### src/rtl/pixel_frame_controller_if.sv
// Signal bundle around the frame controller: pixel stream framing in, buffer write
// port out, and the start/done handshake with the inference engine.
interface pixel_frame_controller_if #(
    parameter int data_width = 16,
    parameter int addr_width = 9
);
    logic                  pause_r;
    logic                  freeze_r;
    logic                  done_in;
    logic [data_width-1:0] pix_in;
    logic                  wr_en;
    logic [addr_width-1:0] wr_addr;
    logic [data_width-1:0] wr_data;
    logic                  nn_start;
    logic                  nn_done;
    logic                  frame_ready;

    modport master (
        input  pause_r, freeze_r, done_in, pix_in, nn_done,
        output wr_en, wr_addr, wr_data, nn_start, frame_ready
    );

    modport slave (
        output pause_r, freeze_r, done_in, pix_in, nn_done,
        input  wr_en, wr_addr, wr_data, nn_start, frame_ready
    );
endinterface

### src/rtl/pixel_frame_controller.sv
// Frame capture sequencer: converts pause/freeze/done framing into linear buffer
// writes, checks frame geometry and hands good frames to the inference engine.
module pixel_frame_controller #(
    parameter int image_width  = 18,
    parameter int image_height = 18,
    parameter int data_width   = 16,
    parameter int addr_width   = $clog2(image_width * image_height)
) (
    input  logic                     clk,
    input  logic                     rst_n,
    input  logic                     arm,
    pixel_frame_controller_if.master bus,
    output logic                     frame_err,
    output logic [7:0]               dropped_cnt,
    output logic [2:0]               state_o
);
    localparam int total = image_width * image_height;
    localparam int col_w = (image_width > 1) ? $clog2(image_width) : 1;
    localparam int row_w = $clog2(image_height + 1);
    localparam int cnt_w = $clog2(total + 1);
    localparam logic [col_w-1:0] col_last = col_w'(image_width - 1);
    localparam logic [row_w-1:0] row_end  = row_w'(image_height);
    localparam logic [cnt_w-1:0] cnt_full = cnt_w'(total);

    typedef enum logic [2:0] {
        IDLE     = 3'd0,
        WAIT_SOF = 3'd1,
        CAPTURE  = 3'd2,
        LAUNCH   = 3'd3,
        WAIT_NN  = 3'd4
    } state_t;

    state_t                state_reg, state_next;
    logic [col_w-1:0]      col_reg, col_next;
    logic [row_w-1:0]      row_reg, row_next;
    logic [cnt_w-1:0]      cnt_reg, cnt_next;
    logic                  err_reg, err_next;
    logic                  freeze_q_reg, pause_q_reg, done_q_reg;
    logic                  wr_en_reg, wr_en_next;
    logic [addr_width-1:0] wr_addr_reg, wr_addr_next;
    logic [data_width-1:0] wr_data_reg, wr_data_next;
    logic                  nn_start_reg, nn_start_next;
    logic                  frame_ready_reg, frame_ready_next;
    logic                  frame_err_reg, frame_err_next;
    logic [7:0]            dropped_reg, dropped_next;

    logic                  pv, sof, line_end, eof;
    logic                  take;
    logic [col_w-1:0]      base_col;
    logic [row_w-1:0]      base_row;
    logic [cnt_w-1:0]      base_cnt;

    assign pv       = ~bus.pause_r & ~bus.freeze_r;
    assign sof      = freeze_q_reg & ~bus.freeze_r;
    assign line_end = ~pause_q_reg & bus.pause_r & ~bus.freeze_r;
    assign eof      = ~done_q_reg & bus.done_in;

    always_ff @(posedge clk or negedge rst_n) begin
        if (!rst_n) begin
            state_reg       <= IDLE;
            col_reg         <= '0;
            row_reg         <= '0;
            cnt_reg         <= '0;
            err_reg         <= 1'b0;
            freeze_q_reg    <= 1'b1;
            pause_q_reg     <= 1'b1;
            done_q_reg      <= 1'b0;
            wr_en_reg       <= 1'b0;
            wr_addr_reg     <= '0;
            wr_data_reg     <= '0;
            nn_start_reg    <= 1'b0;
            frame_ready_reg <= 1'b0;
            frame_err_reg   <= 1'b0;
            dropped_reg     <= '0;
        end else begin
            state_reg       <= state_next;
            col_reg         <= col_next;
            row_reg         <= row_next;
            cnt_reg         <= cnt_next;
            err_reg         <= err_next;
            freeze_q_reg    <= bus.freeze_r;
            pause_q_reg     <= bus.pause_r;
            done_q_reg      <= bus.done_in;
            wr_en_reg       <= wr_en_next;
            wr_addr_reg     <= wr_addr_next;
            wr_data_reg     <= wr_data_next;
            nn_start_reg    <= nn_start_next;
            frame_ready_reg <= frame_ready_next;
            frame_err_reg   <= frame_err_next;
            dropped_reg     <= dropped_next;
        end
    end

    always_comb begin
        state_next     = state_reg;
        col_next       = col_reg;
        row_next       = row_reg;
        cnt_next       = cnt_reg;
        err_next       = err_reg;
        wr_en_next     = 1'b0;
        wr_addr_next   = wr_addr_reg;
        wr_data_next   = wr_data_reg;
        frame_err_next = 1'b0;
        dropped_next   = dropped_reg;
        take           = 1'b0;
        base_col       = col_reg;
        base_row       = row_reg;
        base_cnt       = cnt_reg;

        case (state_reg)
            IDLE: begin
                if (arm) state_next = WAIT_SOF;
            end
            WAIT_SOF: begin
                if (!arm) begin
                    state_next = IDLE;
                end else if (sof) begin
                    // A pixel valid in the SOF cycle itself becomes pixel 0.
                    state_next = CAPTURE;
                    base_col   = '0;
                    base_row   = '0;
                    base_cnt   = '0;
                    col_next   = '0;
                    row_next   = '0;
                    cnt_next   = '0;
                    err_next   = 1'b0;
                    take       = pv;
                end
            end
            CAPTURE: begin
                if (!arm) begin
                    state_next = IDLE;
                end else if (eof) begin
                    if (!err_reg && cnt_reg == cnt_full) begin
                        state_next = LAUNCH;
                    end else begin
                        frame_err_next = 1'b1;
                        state_next     = WAIT_SOF;
                    end
                end else if (pv) begin
                    take = 1'b1;
                end else if (line_end && col_reg != '0) begin
                    err_next = 1'b1;
                    col_next = '0;
                    if (row_reg < row_end) row_next = row_reg + 1'b1;
                end
            end
            LAUNCH: begin
                state_next = WAIT_NN;
            end
            WAIT_NN: begin
                if (sof && dropped_reg != 8'hFF) dropped_next = dropped_reg + 8'd1;
                if (bus.nn_done) state_next = arm ? WAIT_SOF : IDLE;
            end
            default: begin
                state_next = IDLE;
            end
        endcase

        // The row bound keeps writes inside the buffer once short lines have
        // pushed the row past the last line; such a frame is already in error.
        if (take) begin
            if (base_cnt < cnt_full && base_row < row_end) begin
                wr_en_next   = 1'b1;
                wr_addr_next = addr_width'(int'(base_row) * image_width + int'(base_col));
                wr_data_next = bus.pix_in;
                cnt_next     = base_cnt + 1'b1;
                if (base_col == col_last) begin
                    col_next = '0;
                    row_next = base_row + 1'b1;
                end else begin
                    col_next = base_col + 1'b1;
                end
            end else begin
                err_next = 1'b1;
            end
        end

        nn_start_next    = (state_next == LAUNCH);
        frame_ready_next = (state_next == WAIT_NN);
    end

    assign bus.wr_en       = wr_en_reg;
    assign bus.wr_addr     = wr_addr_reg;
    assign bus.wr_data     = wr_data_reg;
    assign bus.nn_start    = nn_start_reg;
    assign bus.frame_ready = frame_ready_reg;
    assign frame_err       = frame_err_reg;
    assign dropped_cnt     = dropped_reg;
    assign state_o         = state_reg;
endmodule

### src/flat_wrapper.sv
// flat-port wrapper written by rule: the top's interface ports become plain ports
module pixel_frame_controller_flat 
#(
    parameter int image_width  = 18,
    parameter int image_height = 18,
    parameter int data_width   = 16,
    parameter int addr_width   = $clog2(image_width * image_height)
)
  (clk, rst_n, arm, frame_err, dropped_cnt, state_o, bus_pause_r, bus_freeze_r, bus_done_in, bus_pix_in, bus_nn_done, bus_wr_en, bus_wr_addr, bus_wr_data, bus_nn_start, bus_frame_ready);
  pixel_frame_controller_if #(.data_width(data_width), .addr_width(addr_width)) bus_i ();
  input  logic clk;
  input  logic rst_n;
  input  logic arm;
  output logic frame_err;
  output logic [7:0] dropped_cnt;
  output logic [2:0] state_o;
  input wire logic [$bits(bus_i.pause_r)-1:0] bus_pause_r;
  input wire logic [$bits(bus_i.freeze_r)-1:0] bus_freeze_r;
  input wire logic [$bits(bus_i.done_in)-1:0] bus_done_in;
  input wire logic [$bits(bus_i.pix_in)-1:0] bus_pix_in;
  input wire logic [$bits(bus_i.nn_done)-1:0] bus_nn_done;
  output wire logic [$bits(bus_i.wr_en)-1:0] bus_wr_en;
  output wire logic [$bits(bus_i.wr_addr)-1:0] bus_wr_addr;
  output wire logic [$bits(bus_i.wr_data)-1:0] bus_wr_data;
  output wire logic [$bits(bus_i.nn_start)-1:0] bus_nn_start;
  output wire logic [$bits(bus_i.frame_ready)-1:0] bus_frame_ready;
  assign bus_i.pause_r = bus_pause_r;
  assign bus_i.freeze_r = bus_freeze_r;
  assign bus_i.done_in = bus_done_in;
  assign bus_i.pix_in = bus_pix_in;
  assign bus_i.nn_done = bus_nn_done;
  assign bus_wr_en = bus_i.wr_en;
  assign bus_wr_addr = bus_i.wr_addr;
  assign bus_wr_data = bus_i.wr_data;
  assign bus_nn_start = bus_i.nn_start;
  assign bus_frame_ready = bus_i.frame_ready;
  pixel_frame_controller #(.image_width(image_width), .image_height(image_height), .data_width(data_width), .addr_width(addr_width)) u_core (.clk(clk), .rst_n(rst_n), .arm(arm), .bus(bus_i), .frame_err(frame_err), .dropped_cnt(dropped_cnt), .state_o(state_o));
endmodule
### config.mk
export PLATFORM = sky130hd
export DESIGN_NAME = pixel_frame_controller_flat
export DESIGN_NICKNAME = d
export VERILOG_FILES = /design/src/rtl/pixel_frame_controller_if.sv /design/src/rtl/pixel_frame_controller.sv /design/src/flat_wrapper.sv
export SDC_FILE = /design/constraint.sdc
export NUM_CORES = 1
export LEC_CHECK = 0
export CAP_MARGIN = 20
export CORE_MARGIN = 2
export CORE_UTILIZATION = 43
export CTS_CLUSTER_DIAMETER = 120
export DETAILED_ROUTE_END_ITERATION = 8
export GPL_TIMING_DRIVEN = 0
export PLACE_DENSITY = 0.65
export SYNTH_ARGS = -nofsm -noshare
export SYNTH_HDL_FRONTEND = slang
export SYNTH_SLANG_ARGS = --single-unit
### constraint.sdc
create_clock -name clk -period 10.8 [get_ports clk]
set_input_delay 2.16 -clock clk [delete_from_list [all_inputs] [get_ports clk]]
set_output_delay 2.16 -clock clk [all_outputs]
set_load 0.03 [all_outputs]
# [Word-level counts from Yosys, hierarchy flattened]
# Index checks and enable logic that the tools add are counted.
[classes] addsub=6 multipliers=1 n_lt_le_gt_ge=3 eq_ne=9 n_mux=58 bitwise_logic=9 n_reduce_logical=9
[ops] cell="2-to-1 mux 5 bit" n=21
[ops] cell="2-to-1 mux 9 bit" n=5
[ops] cell="2-to-1 mux 1 bit" n=20
[ops] cell="one-hot mux 5 bit (2 select lines)" n=2
[ops] cell="2-to-1 mux 3 bit" n=6
[ops] cell="adder 5 x 1 -> 5 bit (second input constant)" n=3
[ops] cell="one-hot mux 3 bit (5 select lines)" n=1
[ops] cell="less-than comparator 5 bit (second input constant)" n=2
[ops] cell="adder 9 x 1 -> 9 bit (second input constant)" n=1
[ops] cell="adder 9 x 6 -> 9 bit" n=1
[ops] cell="equality test 3 x 2 -> 1 bit (second input constant)" n=3
[ops] cell="equality test 9 bit (second input constant)" n=1
[ops] cell="less-than comparator 9 bit (second input constant)" n=1
[ops] cell="adder 8 x 1 -> 8 bit (second input constant)" n=1
[ops] cell="multiplier 5 x 4 -> 8 bit (second input constant)" n=1
[ops] cell="inequality test 8 bit (second input constant)" n=1
[ops] cell="equality test 3 bit (second input constant)" n=2
[ops] cell="AND 1 bit" n=5
[ops] cell="equality test 5 bit (second input constant)" n=1
[ops] cell="nonzero test 5 bit" n=1
[ops] cell="logical AND 1 bit" n=4
[ops] cell="inverter 1 bit" n=4
[ops] cell="one-hot mux 1 bit (2 select lines)" n=2
[ops] cell="AND reduction 2 bit" n=2
[ops] cell="4 further kinds" n=4
[word_totals] register_bits=63 inputBits=23 output_inout_bits=40

# [Logic depth before layout (Yosys ltp)]
# Gate-level depths: netlist of run 1.
[depth] ltp_word=12 depth_mapped=15 depth_no_buf=13

# [Worst setup path after synthesis of run 1]
# OpenSTA, ideal clock, no wires.
[synth_timing] kind="input port to flip-flop" from="in bus_freeze_r" to="reg u_core.wr_addr_reg[8], in the netlist u_core.bus.wr_addr[8]" setup_ps=69 t_arrival_ps=5093 slack_ps=5639 path_stages=15 cell_sequence="and4bb_1 > nand2b_1 > clkbuf_1 > clkbuf_1 > nand2_1 > inv_1 > ha_1 > ha_1 > inv_1 > fa_1 > nor2b_1 > nand3_1 > or3_1 > a2111o_1 > nand3_1"
[synth_via] elab_chain_len=8 elab_cells_between_ends=24 classes_between="add/sub: 1; mul: 1; order compare: 2; mux: 15; bitwise: 3; reduce/logical: 2"
[synth_rtl] element="start, declared" line_no="flat_wrapper.sv:18" source="input wire logic [$bits(bus_i.freeze_r)-1:0] bus_freeze_r;"
[synth_rtl] element="inverter 1 bit (*)" line_no="pixel_frame_controller.sv:53, pixel_frame_controller.sv:54"
[synth_rtl] element="branches (longest 7 deep; another with adder 9 x 6 -> 9 bit)"
[synth_rtl] element="end signal, assigned" line_no="pixel_frame_controller.sv:85" source="wr_addr_reg <= wr_addr_next;"
[synth_rtl] element="end, declared" line_no="pixel_frame_controller.sv:40" source="logic [addr_width-1:0] wr_addr_reg, wr_addr_next;"
# Mark *: on every way between the ends.
# A chain may end at the register's enable or synchronous reset.

# [Final worst setup path of run 1]
# Ends and elaborated chain as after synthesis.

==> results of run 1 <==
## power by group
part | leakage (nW) | total, mW | switching [mW] | internal (mW)
Clock | 0.0960 | 0.198 | 0.0923 | 0.106
Sequential | 0.850 | 0.270 | 0.0134 | 0.257
Combinational | 0.995 | 0.117 | 0.0672 | 0.0498
Total | 1.94 | 0.585 | 0.173 | 0.412
## metal layers
metal  vias to the layer above  global-route usage [%]
met5                         -                       0
met2                        58                    30.2
li1                       1338                       -
met3                        12                    3.07
met1                      1270                    24.8
met4                         0                    7.95
## stage by stage
stage	hold slack, ps	std cells
after floorplan	473	346
after global placement	456	507
after detailed placement	462	507
after CTS	479	523
after global routing	501	523
final	474	523
## logic make-up (layout without fill, tap and decap cells)
logic type / count (synthesis) / after routing / share of synthesized area [%]
flip-flops: 63 / 63 / 48.5
buffers and inverters: 25 / 103 / 3.07
adder cells (fa/ha/maj): 16 / 16 / 6.61
AO/OA/AOI/OAI: 56 / 56 / 11.3
XOR/XNOR: 17 / 17 / 4.57
AND/OR/NAND/NOR: 164 / 164 / 24.4
multiplexers: 5 / 5 / 1.58
## layout make-up
| class | count | area share (%) |
|---|---|---|
| Sequential cell | 63 | 37.7 |
| Buffer | 11 | 1.14 |
| Clock buffer | 10 | 3.05 |
| Timing Repair Buffer | 62 | 14.8 |
| Clock inverter | 6 | 1.46 |
| Inverter | 14 | 1.25 |
| Multi-Input combinational cell | 258 | 37.7 |
| Tap cell | 99 | 2.96 |
## worst max path at each step
stage	startpoint	to	slack, ps	cells past startpoint
6_report	bus_freeze_r	u_core.bus.wr_addr[8]	4650	16
5_1_grt	bus_freeze_r	u_core.bus.wr_addr[8]	4350	16
4_1_cts	bus_freeze_r	u_core.bus.wr_addr[8]	4670	16
3_5_place_dp	bus_freeze_r	u_core.bus.wr_addr[8]	4330	16
3_3_place_gp	bus_freeze_r	u_core.bus.wr_addr[8]	4400	16
2_1_floorplan	bus_freeze_r	u_core.bus.wr_addr[8]	5640	15
## synth_stat cells (6+ instances only)
master    number
dfrtp_1       61
inv_1         13
xnor2_1       13
nand3_1       18
nand4_1        7
o21ai_0       19
nand2_1       86
a21oi_1       10
nor2_1        13
clkbuf_1       6
and2_1         6
nor2b_1        9
ha_1          14
## worst max-delay path: stages
cell	delay, ps
clkdlybuf4s50_1	590
and4bb_1	280
nand2b_1	210
clkbuf_1	370
clkbuf_1	480
nand2_1	140
inv_1	160
ha_1	170
ha_1	160
inv_1	60
fa_1	520
nor2b_1	180
nand3_1	120
or3_1	350
a2111o_1	420
nand3_1	80
==> out/results.tsv, run 1 <==
stage	metric	value	unit
run_status	status	finished clean	
worst_hold_path	min_path_cells	2	
global_routing	grt_use_total	18.6	%
detailed_routing	top_layer	met4	
power	power_leakage	1.94	nW
placement	routabilityCongestion	0.793	
logic_synthesis	ys_seq_area_share	48.5	%
logic_synthesis	synth_cell_types	51	
logic_synthesis	synth-edff-count	0	
finish	area_delta_synth_final	28.6	%
floorplan	start_util	44.7	%
timing	setup_viol	0	
critical_path	critPathArrivalTime	6430	ps
power	p_total	0.585	mW
logic_synthesis	yosys.area.top_type	dfrtp_1	
run	cap_violations	0	
timing	maxSlewHeadroom	42.3	%
finish	final-seq-area	1580	um^2
finish	final_common_cell	nand2_1	
logic_synthesis	synthTopCellsByArea	dfrtp_1, nand2_1, ha_1	
detailed_routing	via_per_inst	5.12	
worst_hold_path	holdCritStartpoint	u_core.bus.wr_data[15]	
timing	period_needed	6150	ps
floorplan	num_io_pins	63	
critical_path	r2r-start	u_core.state_o[2]	
global_routing	grt_overflow_total	0	
clock_network	htree_levels	3	
detailed_routing	routedLengthMet1	3.42	mm
critical_path	rrSetupSlack	6500	ps
finish	nNetsFinal	458	
critical_path	end_kind	flip-flop	
detailed_routing	drt-total-wl	7.14	mm
power	powerDensity	140	nW/um^2
placement	dpl-instance-area	4000	um^2
clock_network	postCtsHoldBufs	0	
logic_synthesis	synth_area	3260	um^2
detailed_routing	route.met3.wl	266	um
logic_synthesis	ys.flop_type	dfrtp_1	
critical_path	crit_type	in -> reg	
global_routing	grt_pass1_wl	12.5	mm
timing	finalClockSkew	6.97	ps
finish	nFillCells	704	
timing	final-hold-violation-count	0	
timing	slew_violations	0	
critical_path	worstPathRequired	11080	ps
logic_synthesis	synth_top_area_share	46.9	%
detailed_routing	via_count	2678	
detailed_routing	ant_nets	0	
detailed_routing	drtPass1Iterations	4	
finish	final_cell_mix	nand2_1, clkdlybuf4s50_1, dfrtp_1	
timing	period_share	57.0	%
clock_network	cts_root_buf	clkbuf_8	
floorplan	row_count	31	
logic_synthesis	yosys_warnings	0	
detailed_routing	drc_errors	0	
clock_network	cts_made_buffers	9	
detailed_routing	wl_met2	3.32	mm
critical_path	rr_worst_depth	15	
timing	worst_pin_slew	857	ps
timing	setup_slack	4650	ps
placement	place_ws	4330	ps
floorplan	core	7290	um^2
finish	largest_register_ff_count	16	
clock_network	clockBufferDepth	2	
global_routing	antenna_found_initial	0	
global_routing	grt_pass1_vias	2658	
logic_synthesis	syn_area_per_cell	9.41	um^2
logic_synthesis	ys_ff_latch	63	
critical_path	start_kind	input port	
timing	fin_setup_tns	0	ps
power	peakVddDrop	0.0000919	V
logic_synthesis	synth_cells	346	
critical_path	timing.rr.end	u_core.bus.wr_addr[8]	
worst_hold_path	holdPathEnd	u_core.bus.wr_data[15]	
logic_synthesis	async_flop_share	100	%
detailed_routing	routedWlPerCell	13.6	um
finish	final_util	57.4	%
finish	multi_input_comb_area	1580	um^2
logic_synthesis	synth_nets	385	
finish	fin_area	4190	um^2
floorplan	dieWidth	91.0	um
floorplan	die_h	91.0	um
placement	dp_hpwl	5.09	mm
placement	port_buffers	62	
global_routing	grt_max_degree	64	
clock_network	post_cts_buffers	0	
timing	rsz0062_at_grt	no	
floorplan	dieArea	8290	um^2
clock_network	clock-sinks	63	
clock_network	cts_tree	done	
clock_network	ctsResizeCount	0	
critical_path	critPathMaxFanout	10	
clock_network	clock_latency	340	ps
worst_hold_path	hold_class	reg -> reg	
timing	timing.fmax	163	MHz
finish	antenna_cells	0	
finish	layout-drive-gt1-share	7.55	%
detailed_routing	drt_iter0_drc	130	
clock_network	cts.clk_slew.worst_paths	70	ps
(Power assumes the default switching activity.)
==> run 2, diff against run 1 <==
==> constraint.sdc (replaced) <==
create_clock -name clk -period 6.25 [get_ports clk]
set_input_delay 1.25 -clock clk [delete_from_list [all_inputs] [get_ports clk]]
set_output_delay 1.25 -clock clk [all_outputs]
set_load 0.03 [all_outputs]
==> results of run 2 <==
The final DEF is identical to that of run 1. Status: finished clean.
Among the figures that moved: setup slack after placement 4330 ps -> 686 ps; setup slack after layout 4650 ps -> 1010 ps; register-to-register setup slack 6500 ps -> 1950 ps; total power 0.585 mW -> 1.01 mW; worst IR drop on VDD 0.0000919 V -> 0.000159 V
==> run 3, diff against run 2 <==
--- a/config.mk
+++ b/config.mk
@@ -11,7 +11,7 @@
 export CTS_CLUSTER_DIAMETER = 120
 export DETAILED_ROUTE_END_ITERATION = 8
 export GPL_TIMING_DRIVEN = 0
-export PLACE_DENSITY = 0.65
+export PLACE_DENSITY = 0.68
 export SYNTH_ARGS = -nofsm -noshare
 export SYNTH_HDL_FRONTEND = slang
 export SYNTH_SLANG_ARGS = --single-unit
==> constraint.sdc (replaced) <==
create_clock -name clk -period 4.4 [get_ports clk]
set_input_delay 0.88 -clock clk [delete_from_list [all_inputs] [get_ports clk]]
set_output_delay 0.88 -clock clk [all_outputs]
set_load 0.03 [all_outputs]
==> run 3 against run 2 <==
Effect of this change:
- setup slack worse by 810 ps
- utilization decreased by 0.10 points
- flip-flop and latch count stayed put
- power is 36% higher
- critical path depth is the same
- global-route usage hardly changed
- cell area shrank 0.18%
- combinational power up 43%
- wire length is 0.34% higher
- clock power increased by 24%
- largest cell class is now multi-input combinational cells
- worst hold slack is essentially flat
==> out/results.tsv, run 3 (synthesized netlist as in run 1, its figures left out) <==
stage	metric	value	unit
run_status	status	finished clean	
finish	final_cell_mix	nand2_1, dfrtp_1, clkdlybuf4s50_1	
finish	final-seq-area	1580	um^2
global_routing	grt_pass1_wl	12.4	mm
placement	port_buffers	62	
critical_path	critPathArrivalTime	4470	ps
finish	final_common_cell	nand2_1	
timing	period_share	95.4	%
finish	fin_area	4180	um^2
critical_path	critPathMaxFanout	10	
placement	dpl-instance-area	4000	um^2
power	peakVddDrop	0.000182	V
finish	antenna_cells	0	
global_routing	grt_overflow_total	0	
timing	slew_violations	0	
timing	maxSlewHeadroom	47.4	%
finish	multi_input_comb_area	1590	um^2
global_routing	grt_use_total	18.6	%
placement	routabilityCongestion	0.845	
critical_path	end_kind	flip-flop	
detailed_routing	drc_errors	0	
detailed_routing	ant_nets	0	
timing	worst_pin_slew	789	ps
clock_network	cts_made_buffers	9	
finish	nNetsFinal	458	
detailed_routing	routedWlPerCell	13.7	um
floorplan	die_h	91.0	um
critical_path	worstPathRequired	4670	ps
power	power_frac_clock	30.9	%
floorplan	dieWidth	91.0	um
floorplan	dieArea	8290	um^2
floorplan	num_io_pins	63	
clock_network	clock_latency	340	ps
clock_network	post_cts_buffers	0	
timing	timing.fmax	238	MHz
power	internal_power	0.954	mW
detailed_routing	via_per_inst	5.23	
worst_hold_path	hold_class	reg -> reg	
placement	dp_hpwl	5.18	mm
detailed_routing	drt_iter0_drc	132	
power	combPwrFrac	20.9	%
clock_network	htree_levels	3	
critical_path	worstSetupStartpoint	arm	
global_routing	antenna_found_initial	0	
detailed_routing	via_count	2735	
power	p_sw_share	30.6	%
critical_path	crit_type	in -> reg	
run	cap_violations	0	
timing	rsz0062_at_grt	no	
timing	final-hold-violation-count	0	
global_routing	grt_pass1_vias	2687	
clock_network	clockBufferDepth	2	
clock_network	cts_root_buf	clkbuf_8	
detailed_routing	drtPass1Iterations	4	
power	power_leakage	1.93	nW
timing	timing.hold.ws	474	ps
power	p_sw	0.421	mW
floorplan	start_util	44.7	%
critical_path	start_kind	input port	
floorplan	row_count	31	
clock_network	cts_tree	done	
power	powerDensity	329	nW/um^2
floorplan	core	7290	um^2
timing	setup_viol	0	
finish	nFillCells	670	
timing	finalClockSkew	6.26	ps
power	share_seq_of_total_power	48.1	%
finish	largest_register_ff_count	16	
finish	area_delta_synth_final	28.4	%
clock_network	postCtsHoldBufs	0	
detailed_routing	drt-total-wl	7.16	mm
clock_network	cts.clk_slew.worst_paths	70	ps
worst_hold_path	holdCritStartpoint	u_core.bus.wr_addr[1]	
finish	layout-drive-gt1-share	8.96	%
global_routing	grt_max_degree	64	
timing	period_needed	4200	ps
critical_path	r2r-start	u_core.state_o[2]	
clock_network	clock-sinks	63	
## run 3: changes by cell type in the layout (fill, tap and decap cells not counted), moves of 2 or more
cell        change
nand2b_1        -2
nand2b_2        +2
clkinvlp_4      +2
clkbuf_4        +2
clkbuf_1        -2
## run 3: worst paths after layout
check / slack (ps) / depth (start not counted) / endpoint
min in group asynchronous: 630 / 1 / u_core.row_reg[2]
setup / recovery: 200 / 16 / u_core.bus.wr_addr[8]
hold reg to reg: 470 / 2 / u_core.bus.wr_addr[1]
hold / removal: 470 / 2 / u_core.bus.wr_addr[1]
max in group asynchronous: 3260 / 1 / u_core.dropped_cnt[7]
setup reg to reg: 640 / 15 / u_core.bus.wr_addr[8]
## run 3: area by class of cell
| cell class | instances | area share [%] |
|---|---|---|
| Timing Repair Buffer | 62 | 14.8 |
| Clock inverter | 6 | 0.898 |
| Buffer | 11 | 1.32 |
| Clock buffer | 10 | 3.05 |
| Inverter | 14 | 1.26 |
| Multi-Input combinational cell | 258 | 38.0 |
| Sequential cell | 63 | 37.8 |
| Tap cell | 99 | 2.96 |
## run 3: power by group through the flow
| stage | registers (mW) | clock network, mW | logic (mW) |
|---|---|---|---|
| 3_3_place_gp | 0.671 | 0 | 0.288 |
| 4_1_cts | 0.662 | 0.444 | 0.293 |
| 3_5_place_dp | 0.673 | 0 | 0.291 |
| 2_1_floorplan | 0.755 | 0 | 0.0680 |
| 5_1_grt | 0.667 | 0.473 | 0.313 |
| 6_report | 0.662 | 0.425 | 0.288 |
## run 3: repair_timing
item                                   CTS  global route
resized for setup                        5             4
gates cloned                             0             0
endpoints found under the hold margin    0             0
setup endpoints to repair                2             1
## run 3: layer usage
layer / share of wire [%] / track usage, %
met5: 0 / 0
met4: 1.9 / 7.45
met3: 5.8 / 4.73
met2: 48 / 30.9
met1: 45 / 23.1
## run 3: through the flow
stage                     setup TNS (ps)  total power, mW  utilization (%)  std cells  setup WS (ps)
final                                  0             1.37             57.3        523            201
after detailed placement           -1290            0.964             54.8        507           -848
after global routing                   0             1.45             57.3        523           9.70
after floorplan                        0            0.824                -        346            519
after global placement             -1130            0.959             54.9        507           -751
after CTS                              0             1.40             57.2        523           98.5
## run 3: worst max-delay path: stages
cell             delay [ps]
clkdlybuf4s50_1         500
nand2b_2                120
nand2b_2                240
clkbuf_4                200
clkbuf_4                210
nand2_1                 100
inv_1                    80
ha_1                    210
ha_1                    190
inv_1                    70
fa_2                    480
nor2b_2                 160
nand3_1                 110
or3_1                   370
a2111o_1                440
nand3_1                 100
==> RTL edit (flow settings as in run 3) <==
Compare `cnt_reg` against `cnt_full` with >= in place of ==.
--- a/src/rtl/pixel_frame_controller.sv
+++ b/src/rtl/pixel_frame_controller.sv
@@ -132,5 +132,5 @@
                     state_next = IDLE;
                 end else if (eof) begin
-                    if (!err_reg && cnt_reg == cnt_full) begin
+                    if (!err_reg && cnt_reg >= cnt_full) begin
                         state_next = LAUNCH;
                     end else begin
Check against the original RTL: no difference found for any inputs over 4 cycles, from zero or initial values and one cycle with rst_n low; that may be too few to reach the edited logic, so the function may still have changed.
==> RTL edit against run 3 <==
  * Total power rose by 12%
  * Highest routed layer unchanged
  * Wire length rose by 2.0%
  * Sequential power rose by 1%
  * Largest power group unchanged
  * Non-clock buffer count did not move
  * Setup slack improved by 0.040 ns
  * Synthesized area rose by 1.0%
  * Design area rose by 2.0%
  * Critical endpoint unchanged
  * Synthesized cell count did not move
  * Sequential cell count did not move
==> RTL edit: results (changes against run 3) <==
Tcrit/Tclk final 0.945 (-0.00908); crit path max-delay cell type or4b_1; DR iter-0 viols 169 (+28%); vias in the first global route 2721 (+1.3%); gpl congestion 0.851 (+0.73%); worst flop-to-flop path endpoint u_core.bus.wr_addr[8]; Inserted Clock Buffers 9 (unchanged); DR WL/cell 13.9 um (+1.8%); via/cell ratio 5.24 (+0.28%); Area contributors post-synth dfrtp_1 (46%), nand2_1 (9.6%), ha_1 (5.3%); fill count 648 (-3.3%); largest net degree at the start of global routing 64 (unchanged); met1 Resource Use GR 0.251 (+0.0195); ys flop type dfrtp_1; WHS Path Cells 2 (unchanged); LEAKAGE 1.97 nW (+1.9%); post-CTS setup buffers 0 (unchanged); hold_sp u_core.bus.wr_addr[5]; distinct cell type count after synthesis 56 (+9.8%); Post-synth top cells nand2_1 (84), dfrtp_1 (61), o21ai_0 (19), a21oi_1 (15); Worst EP arrival 4.37 ns (-0.10 ns); Overall Global Routing Usage 0.190 (+0.00401); post-cts resize count 0 (-5); flop2flop setup slack 0.81 ns (+0.17 ns); Post-Place Setup Slack -0.270 ns (+0.577 ns); sequential area share after synthesis 0.480 (-0.00479); GR Overflow Total 0 (unchanged); met3 usage 0.0407 (-0.00664); worst hold slack 0.480 ns (+0.00661 ns); Max stage delay on crit path 0.52 ns (+0.02 ns); H-Tree Depth 3 (unchanged); first-pass GRT wire length 12.8 mm (+3.0%); WS Path Type in2reg; DR pass1 iterations 4 (unchanged); Clock Skews 0.0114 ns (+0.00510 ns); worst setup path startpoint bus_freeze_r; placed cell areas 4040 um2 (+1.0%); worst-case reg-to-reg path depth 15 (unchanged); Async S/R FF share, synth 1.00 (unchanged); status finished clean; hold crit path type reg2reg; met2 Use GR 0.298 (-0.0109); diode count 0 (unchanged); worst slew pin tran 0.795 ns (+0.00583 ns); clk slew on worst S/H paths 0.07 ns (about the same); Net count, final 459 (+0.22%); ratio of cells with drive above 1 in the final layout 0.0824 (-0.00727); Hold EP u_core.bus.wr_addr[5]; Detail Placement HPWL 5.01 mm (-3.3%); peak supply drop 0.000205 V (+13%); FF-to-FF Start u_core.state_o[1]
## RTL edit: tightest hold or removal path, stage by stage, from the launching register on
cell	delay, ns
dfrtp_1	0.34
nand2_1	0.04
o21ai_0	0.06
## RTL edit: power by group
| group | total, W | internal, W | switching, W |
|---|---|---|---|
| Sequential | 0.000670 | 0.000634 | 0.0000360 |
| Combinational | 0.000306 | 0.000129 | 0.000177 |
| Clock | 0.000567 | 0.000335 | 0.000232 |
## RTL edit: cell families (layout without fill, tap and decap cells)
| family | Yosys count | count (layout) | share of synthesized area |
|---|---|---|---|
| adders and majority gates | 16 | 16 | 0.0654 |
| muxes | 4 | 4 | 0.0126 |
| and+or+nand+nor | 163 | 163 | 0.250 |
| xor gates and xnor gates | 15 | 15 | 0.0399 |
| buffers and inverters | 24 | 103 | 0.0323 |
| DFF | 63 | 63 | 0.480 |
| AOI/OAI and AO/OA | 61 | 61 | 0.120 |
## RTL edit: routing by layer
layer	part of all wire	vias up
met5	0	-
met4	0.019	0
met3	0.051	10
met2	0.46	74
met1	0.47	1311
li1	-	1353
## RTL edit: layout make-up
class,instances,share of cell area
Inverter,14,0.0123
Clock buffer,11,0.0332
Timing Repair Buffer,63,0.147
Buffer,10,0.0129
Multi-Input combinational cell,259,0.376
Clock inverter,5,0.0191
Tap cell,99,0.0291
Sequential cell,63,0.370
## RTL edit: per-stage QoR
stage               instances  power (W)  TNS (ns)   util
finish                    524    0.00154         0  0.581
detailed placement        508   0.000989    -0.270  0.551
global route              524    0.00161         0  0.581
CTS                       524    0.00156         0  0.581
global placement          507   0.000984    -0.235  0.550
floorplan                 346   0.000841         0      -
